==> config.mk <==
export PLATFORM = sky130hd
export DESIGN_NAME = mem_bus_arbiter_flat
export DESIGN_NICKNAME = d
export VERILOG_FILES = /design/src/rtl/mem_bus_arbiter_if.sv /design/src/rtl/mem_bus_arbiter.sv /design/src/flat_wrapper.sv
export SDC_FILE = /design/constraint.sdc
export NUM_CORES = 1
export LEC_CHECK = 0
export BUFFER_PORTS_ARGS = -buffer_cell sky130_fd_sc_hd__buf_2
export CAP_MARGIN = 10
export CORE_AREA = 4 4 105 107
export DETAILED_ROUTE_END_ITERATION = 10
export DIE_AREA = 0 0 109 111
export PLACE_DENSITY = 0.73
export SLEW_MARGIN = 20
export SYNTH_ARGS = -nofsm -noshare
export SYNTH_HDL_FRONTEND = slang
export SYNTH_SLANG_ARGS = --single-unit
export TNS_END_PERCENT = 100
==> constraint.sdc <==
create_clock -name clk -period 1.49 [get_ports clk]
set_input_delay 0.298 -clock clk [delete_from_list [all_inputs] [get_ports clk]]
set_output_delay 0.298 -clock clk [all_outputs]
set_load 0.03 [all_outputs]
==> src/rtl/mem_bus_arbiter_if.sv <==
// ============================================================================
// Module      : mem_bus_arbiter_if
// Description : IF/LS request ports and memory port of the shared-memory arbiter.
// Revision    : 1.0 - initial release
// ============================================================================
`default_nettype none

interface mem_bus_arbiter_if #(
    parameter int ADDR_W = 32,
    parameter int DATA_W = 32
);
    localparam int STRB_W = DATA_W / 8;

    logic              if_req;
    logic [ADDR_W-1:0] if_addr;
    logic              if_gnt;
    logic              if_rvalid;
    logic [DATA_W-1:0] if_rdata;

    logic              ls_req;
    logic              ls_we;
    logic [ADDR_W-1:0] ls_addr;
    logic [DATA_W-1:0] ls_wdata;
    logic [STRB_W-1:0] ls_wstrb;
    logic              ls_gnt;
    logic              ls_rvalid;
    logic [DATA_W-1:0] ls_rdata;

    logic              mem_ce;
    logic              mem_we;
    logic [ADDR_W-1:0] mem_addr;
    logic [DATA_W-1:0] mem_wdata;
    logic [STRB_W-1:0] mem_wstrb;
    logic [DATA_W-1:0] mem_rdata;

    // Arbiter side
    modport slave (
        input  if_req, if_addr,
        output if_gnt, if_rvalid, if_rdata,
        input  ls_req, ls_we, ls_addr, ls_wdata, ls_wstrb,
        output ls_gnt, ls_rvalid, ls_rdata,
        output mem_ce, mem_we, mem_addr, mem_wdata, mem_wstrb,
        input  mem_rdata
    );

    // Core ports plus memory
    modport master (
        output if_req, if_addr,
        input  if_gnt, if_rvalid, if_rdata,
        output ls_req, ls_we, ls_addr, ls_wdata, ls_wstrb,
        input  ls_gnt, ls_rvalid, ls_rdata,
        input  mem_ce, mem_we, mem_addr, mem_wdata, mem_wstrb,
        output mem_rdata
    );
endinterface

`default_nettype wire

==> src/rtl/mem_bus_arbiter.sv <==
// ============================================================================
// Module      : mem_bus_arbiter
// Description : IF/LS arbiter for one single-port sync memory, LS priority
//               with bounded IF starvation; read data routed back next cycle.
// Revision    : 1.0 - initial release
// ============================================================================
`default_nettype none

module mem_bus_arbiter #(
    parameter int ADDR_W   = 32,
    parameter int DATA_W   = 32,
    parameter int MAX_WAIT = 4
) (
    input  wire logic          clk,
    input  wire logic          rst,
    mem_bus_arbiter_if.slave   bus
);
    localparam int STRB_W = DATA_W / 8;
    localparam int CNT_W  = $clog2(MAX_WAIT + 1);
    localparam logic [CNT_W-1:0] MAX_CNT = CNT_W'(MAX_WAIT);

    typedef enum logic [1:0] {
        OWN_NONE = 2'd0,
        OWN_IF   = 2'd1,
        OWN_LS   = 2'd2
    } owner_e;

    owner_e            owner_q, owner_d;
    logic [CNT_W-1:0]  starve_q, starve_d;
    logic [DATA_W-1:0] if_rdata_q, ls_rdata_q;

    logic w_ls_win;
    logic w_if_win;

    always_comb begin
        w_ls_win = !rst && bus.ls_req && (starve_q < MAX_CNT);
        w_if_win = !rst && bus.if_req && (!bus.ls_req || (starve_q == MAX_CNT));

        bus.mem_ce    = w_ls_win || w_if_win;
        bus.mem_we    = w_ls_win && bus.ls_we;
        bus.mem_addr  = '0;
        bus.mem_wdata = '0;
        bus.mem_wstrb = '0;
        if (w_ls_win) begin
            bus.mem_addr  = bus.ls_addr;
            bus.mem_wdata = bus.ls_wdata;
            bus.mem_wstrb = bus.ls_we ? bus.ls_wstrb : {STRB_W{1'b0}};
        end else if (w_if_win) begin
            bus.mem_addr  = bus.if_addr;
        end

        // IF waiting only counts while it actually has a request pending
        starve_d = '0;
        if (w_ls_win && bus.if_req) begin
            starve_d = (starve_q == MAX_CNT) ? MAX_CNT : starve_q + 1'b1;
        end

        owner_d = OWN_NONE;
        if (w_if_win) begin
            owner_d = OWN_IF;
        end else if (w_ls_win && !bus.ls_we) begin
            owner_d = OWN_LS;
        end
    end

    assign bus.if_gnt = w_if_win;
    assign bus.ls_gnt = w_ls_win;

    always_ff @(posedge clk) begin
        if (rst) begin
            owner_q    <= OWN_NONE;
            starve_q   <= '0;
            if_rdata_q <= '0;
            ls_rdata_q <= '0;
        end else begin
            owner_q  <= owner_d;
            starve_q <= starve_d;
            if (owner_q == OWN_IF) begin
                if_rdata_q <= bus.mem_rdata;
            end
            if (owner_q == OWN_LS) begin
                ls_rdata_q <= bus.mem_rdata;
            end
        end
    end

    // Memory data arrives in the response cycle; the register holds it afterwards
    assign bus.if_rvalid = (owner_q == OWN_IF);
    assign bus.ls_rvalid = (owner_q == OWN_LS);
    assign bus.if_rdata  = (owner_q == OWN_IF) ? bus.mem_rdata : if_rdata_q;
    assign bus.ls_rdata  = (owner_q == OWN_LS) ? bus.mem_rdata : ls_rdata_q;

endmodule

`default_nettype wire

==> src/flat_wrapper.sv <==
// flat-port wrapper written by rule: the top's interface ports become plain ports
module mem_bus_arbiter_flat 
#(
    parameter int ADDR_W   = 32,
    parameter int DATA_W   = 32,
    parameter int MAX_WAIT = 4
)
  (clk, rst, bus_if_req, bus_if_addr, bus_if_gnt, bus_if_rvalid, bus_if_rdata, bus_ls_req, bus_ls_we, bus_ls_addr, bus_ls_wdata, bus_ls_wstrb, bus_ls_gnt, bus_ls_rvalid, bus_ls_rdata, bus_mem_ce, bus_mem_we, bus_mem_addr, bus_mem_wdata, bus_mem_wstrb, bus_mem_rdata);
  mem_bus_arbiter_if #(.ADDR_W(ADDR_W), .DATA_W(DATA_W)) bus_i ();
  input  wire logic clk;
  input  wire logic rst;
  input wire logic [$bits(bus_i.if_req)-1:0] bus_if_req;
  input wire logic [$bits(bus_i.if_addr)-1:0] bus_if_addr;
  output wire logic [$bits(bus_i.if_gnt)-1:0] bus_if_gnt;
  output wire logic [$bits(bus_i.if_rvalid)-1:0] bus_if_rvalid;
  output wire logic [$bits(bus_i.if_rdata)-1:0] bus_if_rdata;
  input wire logic [$bits(bus_i.ls_req)-1:0] bus_ls_req;
  input wire logic [$bits(bus_i.ls_we)-1:0] bus_ls_we;
  input wire logic [$bits(bus_i.ls_addr)-1:0] bus_ls_addr;
  input wire logic [$bits(bus_i.ls_wdata)-1:0] bus_ls_wdata;
  input wire logic [$bits(bus_i.ls_wstrb)-1:0] bus_ls_wstrb;
  output wire logic [$bits(bus_i.ls_gnt)-1:0] bus_ls_gnt;
  output wire logic [$bits(bus_i.ls_rvalid)-1:0] bus_ls_rvalid;
  output wire logic [$bits(bus_i.ls_rdata)-1:0] bus_ls_rdata;
  output wire logic [$bits(bus_i.mem_ce)-1:0] bus_mem_ce;
  output wire logic [$bits(bus_i.mem_we)-1:0] bus_mem_we;
  output wire logic [$bits(bus_i.mem_addr)-1:0] bus_mem_addr;
  output wire logic [$bits(bus_i.mem_wdata)-1:0] bus_mem_wdata;
  output wire logic [$bits(bus_i.mem_wstrb)-1:0] bus_mem_wstrb;
  input wire logic [$bits(bus_i.mem_rdata)-1:0] bus_mem_rdata;
  assign bus_i.if_req = bus_if_req;
  assign bus_i.if_addr = bus_if_addr;
  assign bus_if_gnt = bus_i.if_gnt;
  assign bus_if_rvalid = bus_i.if_rvalid;
  assign bus_if_rdata = bus_i.if_rdata;
  assign bus_i.ls_req = bus_ls_req;
  assign bus_i.ls_we = bus_ls_we;
  assign bus_i.ls_addr = bus_ls_addr;
  assign bus_i.ls_wdata = bus_ls_wdata;
  assign bus_i.ls_wstrb = bus_ls_wstrb;
  assign bus_ls_gnt = bus_i.ls_gnt;
  assign bus_ls_rvalid = bus_i.ls_rvalid;
  assign bus_ls_rdata = bus_i.ls_rdata;
  assign bus_mem_ce = bus_i.mem_ce;
  assign bus_mem_we = bus_i.mem_we;
  assign bus_mem_addr = bus_i.mem_addr;
  assign bus_mem_wdata = bus_i.mem_wdata;
  assign bus_mem_wstrb = bus_i.mem_wstrb;
  assign bus_i.mem_rdata = bus_mem_rdata;
  mem_bus_arbiter #(.ADDR_W(ADDR_W), .DATA_W(DATA_W), .MAX_WAIT(MAX_WAIT)) u_core (.clk(clk), .rst(rst), .bus(bus_i));
endmodule
==> run metrics, run 1 <==
first-pass GRT wire length=around 22,000 um; Synth Flop Type=dfxtp_1; MaxCap Viol Count=0; initial antenna violation count=0; GRT Total Usage=a little under a quarter; Power Density=just under 800 nW/um^2; CTS root buf=clkbuf_8; CTS tree=done; Critical Path Most Common Cell=buf_12; Synth area leader=dfxtp_1; Synth Warn #=0; Max Root-Sink Buffers=2; initial core utilization=between 30% and 40%; nets@finish=between 700 and 800; ANT cells=0; GRT overflow=0; fin crit share=135%; CTS buffer count=9; violated checks=negative setup slack; antenna viol nets, final=0; endpoints failing hold=0; die area=roughly 12,000 sq um; Worst setup EP type=output pin; critical path startpoint category=register; row count=37; worst flop-to-flop path endpoint=u_core.if_rdata_q[2]; Post-Syn Area=between 3000 and 4000 sq um; Tightest Pin Transition=between 700 and 800 ps; Crit path max-delay family=buffers and inverters; worst IR drop on VDD=433 uV; Worst Reg-to-Reg Cells=6; worst hold path type=input pin to register; worst setup path class=register to output pin; slowest stage delay, CP=between 300 and 400 ps; worst path arrival time=around 1700 ps; hold buffers post-CTS=0; final core utilization=slightly above 70%; WL/cell=about 22 um; share of cells above drive strength 1=78.8%; Final Total Pwr=between 5 and 6 mW; die width=109 um; Seq/Total Area, Yosys=between 30% and 40%; Post-Syn Instances=310; clk sink count=between 60 and 70; Hold Startpoint=bus_ls_we; Via-to-Cell Ratio=between 4 and 5; number of synthesized flops with an enable pin=0; commonest cells in the netlist=69 x dfxtp_1, 68 x nor2b_1, 48 x mux2_4; Core Box Area=just over 10,000 sq um; Ports=between 200 and 300; area post-placement=between 5000 and 6000 sq um; drt pass-1 iters=4; Worst Slack Setup Final=-524 ps; Worst-path clk slew=roughly 80 ps; setup slack, reg-to-reg=-20 ps; worst reg2reg startpoint=u_core.owner_q[0]; Post-Syn Area per Cell=11.3 sq um; Hold EP=u_core.owner_q[1]; hold depth=2; status=finished with violations; critical path, cell by cell=inv_2 -> ha_4 -> nand2_4 -> a21boi_4 -> buf_12 -> buf_12 -> a22o_2 -> buf_6; Placer Congestion=about 0.93; Slowest cell on crit path=dfxtp_2; RSZ-0062 raised after global routing=yes; initial DRC count=around 230; H-tree Lvls=3; remaining routing DRC violations=0; headroom to the max-slew limit=50.9%; Netlist cell types=19; Clk Latency, worst-skew pair=roughly 340 ps; achievable frequency=just under 500 MHz; Net Count, Synth=449; detailed-placement wirelength estimate=between 9000 and 10,000 um; DR vias=~3.7k; Synth-to-Final Area Change=106%; Port-buffer cells=274; crit-path max FO=17; largest net degree at the start of global routing=65; CP Buf/Inv Count=4; Synth top area share=around two fifths; Final Max Slew Viols=0; fin area=7200 sq um; critical path data required time=roughly 1200 ps; setup TNS=-58,160 ps; Clock Skews=10.3 ps; Chip Height=111 um; WL final=about 17,000 um; top-count cell post-synth=dfxtp_1; vias in the first global route=approximately 4.1k; asr flop ratio synth=0%; cell types occupying the most area after synthesis=dfxtp_1 40%, mux2_4 21%, nor2b_1 12%; # fillers=approximately 670; synthesized flop and latch total=between 60 and 70; Finish-stage setup viols=140; minimum clock period=roughly 2000 ps; Pleak=~3.6 nW
==> logic make-up (layout without fill, tap and decap cells) <==
kind of cell,after synthesis,count (layout),share of synthesized area [%]
adders and majority gates,2,2,0.716
and+or+nand+nor,112,112,20.0
AOI/OAI and AO/OA,34,34,8.56
DFF,69,69,39.5
buffers and inverters,29,345,5.37
muxes,64,64,25.8
==> sequential cells by signal, summed over array words and instances, names as in the netlist <==
signal,flops
u_core.owner_q,2
u_core.if_rdata_q,32
u_core.ls_rdata_q,32
u_core.starve_q,3
==> power breakdown <==
group | internal [mW] | switching [mW]
clock network | 1.04 | 0.723
logic | 0.970 | 0.912
registers | 1.90 | 0.0235
total | 3.91 | 1.66
==> stage by stage <==
step                hold WS, ps  setup WS [ps]  cells
detailed placement          530           -295    708
CTS                         178           -517    747
floorplan                   370          -45.2    310
global route                227           -572    762
global placement            514           -239    708
finish                      223           -524    762
==> per-layer routing <==
layer	vias to the layer above	global-route usage (%)	share of wire, %
met1	1764	23.7	35
met5	-	0	0
met3	52	8.39	8.3
met2	230	42.6	53
met4	0	12.0	4.5
li1	1675	-	-
==> worst max-delay path by stage <==
stage | start | cells past startpoint | endpoint | slack (ps)
CTS | u_core.owner_q[0] | 6 | bus_if_rdata[29] | -520
global placement | rst | 6 | bus_mem_addr[6] | -240
floorplan | u_core.starve_q[0] | 6 | bus_mem_addr[22] | -50
finish | u_core.starve_q[1] | 8 | bus_mem_addr[24] | -520
global route | u_core.starve_q[1] | 8 | bus_mem_addr[30] | -570
detailed placement | rst | 6 | bus_mem_addr[31] | -300
==> worst register-to-register path: stages, from the launching register on <==
cell	delay, ps
dfxtp_2	330
nor2b_4	200
buf_12	140
buf_16	140
mux2_4	330
buf_6	120
nor2b_1	110
==> final cells by class <==
class                      count  area [sq um]  area share, %
timing repair buffer         326          3080           42.8
sequential                    69          1390           19.3
clock inverter                 5          81.3           1.13
tap                          136           170           2.36
multi-input combinational    212          2310           32.1
inverter                       3          16.3          0.226
clock buffer                  11           151           2.10
==> cells in the final DEF, fill, tap and decap left out, drive strengths merged, types with 3 or more instances in the layout <==
master  instances
inv             3
and2           33
nor2b          68
clkbuf         15
dfxtp          69
buf           322
a22o           32
and3            7
mux2           64
==> repair_timing <==
action | 4_1_cts | 5_1_grt
pin swaps | 6 | 27
buffers inserted | 15 | 13
endpoints found under the setup margin | 138 | 156
gates resized for setup | 331 | 73
gates cloned | 8 | 7
Note: power is estimated with default switching activity, not from simulation.
==> run 2: changes to the inputs <==
--- a/config.mk
+++ b/config.mk
@@ -8,9 +8,11 @@
 export BUFFER_PORTS_ARGS = -buffer_cell sky130_fd_sc_hd__buf_2
 export CAP_MARGIN = 10
 export CORE_AREA = 4 4 105 107
+export CTS_BUF_LIST = sky130_fd_sc_hd__clkbuf_16
 export DETAILED_ROUTE_END_ITERATION = 10
 export DIE_AREA = 0 0 109 111
 export PLACE_DENSITY = 0.73
+export SKIP_CTS_REPAIR_TIMING = 1
 export SLEW_MARGIN = 20
 export SYNTH_ARGS = -nofsm -noshare
 export SYNTH_HDL_FRONTEND = slang
==> run 2 against run 1 <==
Against the previous run:
- the flow still finishes with violations (negative setup slack)
- global-route usage shrank 5.5 points
- power grew 6.6%
- critical path depth shrank 1
- sequential cell count is the same
- clock skew shrank 4.7 ps
==> run metrics, run 2 (same netlist as run 1, synthesis figures left out) <==
Tightest Pin Transition=655 ps (-81.5 ps); endpoints failing hold=0 (unchanged); Slowest cell on crit path=dfxtp_2; vias in the first global route=3,451 (-15%); CTS root buf=clkbuf_16; violated checks=negative setup slack; GRT overflow=0 (unchanged); drt pass-1 iters=4 (unchanged); worst hold path type=input pin to register; Final Max Slew Viols=0 (unchanged); Hold Startpoint=bus_ls_we; CTS buffer count=9 (unchanged); worst reg2reg startpoint=u_core.owner_q[0]; setup slack, reg-to-reg=20 ps (+40 ps); Clock Skews=5.63 ps (-4.66 ps); WL final=15,400 um (-7.0%); RSZ-0062 raised after global routing=yes; status=finished with violations; worst path arrival time=1720 ps (about the same); Pleak=3.45 nW (-3.6%); commonest non-fill, non-tap cells in the layout=143 x buf_2, 133 x buf_6, 66 x nor2b_1; achievable frequency=496 MHz (-0.14%); WL/cell=20.6 um (-5.4%); Combinational Power Share=29.5% (-4.3 points); worst IR drop on VDD=547 uV (+26%); minimum clock period=2020 ps (+2.76 ps); Worst-path clk slew=60 ps (-20 ps); initial core utilization=34.5% (unchanged); Reg power frac=32.5% (-2.1 points); antenna viol nets, final=0 (unchanged); initial DRC count=154 (-32%); largest net degree at the start of global routing=65 (unchanged); GRT Total Usage=18.3% (-5.5 points); Sw Share=28.5% (-1.3 points); hold depth=2 (unchanged); worst flop-to-flop path endpoint=u_core.if_rdata_q[31]; initial antenna violation count=1 (+1); Synth-to-Final Area Change=97.3%; commonest non-fill, non-tap cell in the layout=buf_2; detailed-placement wirelength estimate=9500 um (unchanged); clock power share=38.1% (+6.5 points); worst setup path class=register to output pin; Port-buffer cells=274 (unchanged); die width=109 um (unchanged); critical path, cell by cell=inv_2 -> ha_4 -> nand2_4 -> a21boi_4 -> buf_6 -> a22o_2 -> buf_2; DR vias=3,623 (-2.6%); Sw Pwr=1.69 mW (+2.1%); Largest regs=u_core.if_rdata_q x32, u_core.ls_rdata_q x32, u_core.starve_q x3; post-route insts no fill=749 (-1.7%); Power Density=862 nW/um^2 (+11%); Core Box Area=10,100 sq um (unchanged); Via-to-Cell Ratio=4.84 (-0.94%); Finish-stage setup viols=138 (-1.4%); share of cells above drive strength 1=77.3% (-1.5 points); Max Root-Sink Buffers=2 (unchanged); internal power=4.25 mW (+8.6%); Placer Congestion=0.933 (unchanged); H-tree Lvls=3 (unchanged); Clk Latency, worst-skew pair=330 ps (about the same); Worst Reg-to-Reg Cells=6 (unchanged); crit-path max FO=8 (-9); first-pass GRT wire length=17,500 um (-21%); clk sink count=69 (unchanged); Ports=275 (unchanged); nets@finish=746 (-1.8%); critical path data required time=1190 ps (about the same); placed insts=708 (unchanged); Worst setup EP type=output pin; final core utilization=68.0% (-3.0 points); MaxCap Viol Count=0 (unchanged); Chip Height=111 um (unchanged); Hold EP=u_core.owner_q[1]; Worst Slack Setup Final=-527 ps (-2.76 ps); row count=37 (unchanged); headroom to the max-slew limit=56.3% (+5.4 points); remaining routing DRC violations=0 (unchanged); CTS tree=done; slowest stage delay, CP=330 ps (about the same); critical path startpoint category=register; die area=12,100 sq um (unchanged); fin crit share=135% (+0.19 points)
## run 2: through the flow
stage | power (mW) | instance area [sq um] | setup TNS (ps) | setup slack, ps | hold slack [ps]
final | 5.94 | 6890 | -52810 | -527 | 236
after global routing | 6.13 | 6890 | -60210 | -602 | 247
after CTS | 5.48 | 5460 | -60660 | -528 | 204
after detailed placement | 3.24 | 5150 | -16360 | -295 | 530
after global placement | 3.23 | 5150 | -12560 | -239 | 514
after floorplan | 2.79 | 3600 | -1830 | -45.2 | 370
## run 2: critical path: cells and delay by family (launching register included)
family | cells | cell delay (ps)
simple gates | 1 | 60
flops | 1 | 330
buf+inv | 3 | 460
compound gates | 2 | 410
fa+ha+maj | 1 | 140
## run 2: worst max path at each step
| stage | startpoint | to | slack [ps] | depth (start not counted) |
|---|---|---|---|---|
| final | u_core.starve_q[0] | bus_mem_addr[0] | -530 | 7 |
| after global routing | u_core.starve_q[0] | bus_mem_addr[0] | -600 | 7 |
| after CTS | u_core.starve_q[0] | bus_mem_addr[31] | -530 | 7 |
| after detailed placement | rst | bus_mem_addr[31] | -300 | 6 |
| after global placement | rst | bus_mem_addr[6] | -240 | 6 |
| after floorplan | u_core.starve_q[0] | bus_mem_addr[22] | -50 | 6 |
## run 2: layout make-up
type                       count  area, sq um
timing repair buffer         312         2790
clock buffer                   9          225
tap                          136          170
inverter                       3         11.3
clock inverter                 7         88.8
sequential                    69         1390
multi-input combinational    212         2220
fill                         702         3240
antenna                        1         2.50
## run 2: per-layer routing
layer / part of all wire [%] / vias up / wire (um) / GRT usage (%)
met3: 8.6 / 37 / 1330 / 7.05
met5: 0 / - / 0 / 0
met2: 53 / 197 / 8110 / 31.6
met4: 3.0 / 0 / 463 / 6.31
met1: 36 / 1743 / 5530 / 20.1
li1: - / 1646 / - / -
## run 2: power by group through the flow
stage / clock network (mW) / registers (mW) / logic (mW)
final: 2.26 / 1.93 / 1.75
after global routing: 2.38 / 1.93 / 1.82
after CTS: 2.27 / 1.92 / 1.29
after detailed placement: 0 / 1.96 / 1.28
after global placement: 0 / 1.96 / 1.27
after floorplan: 0 / 1.96 / 0.830
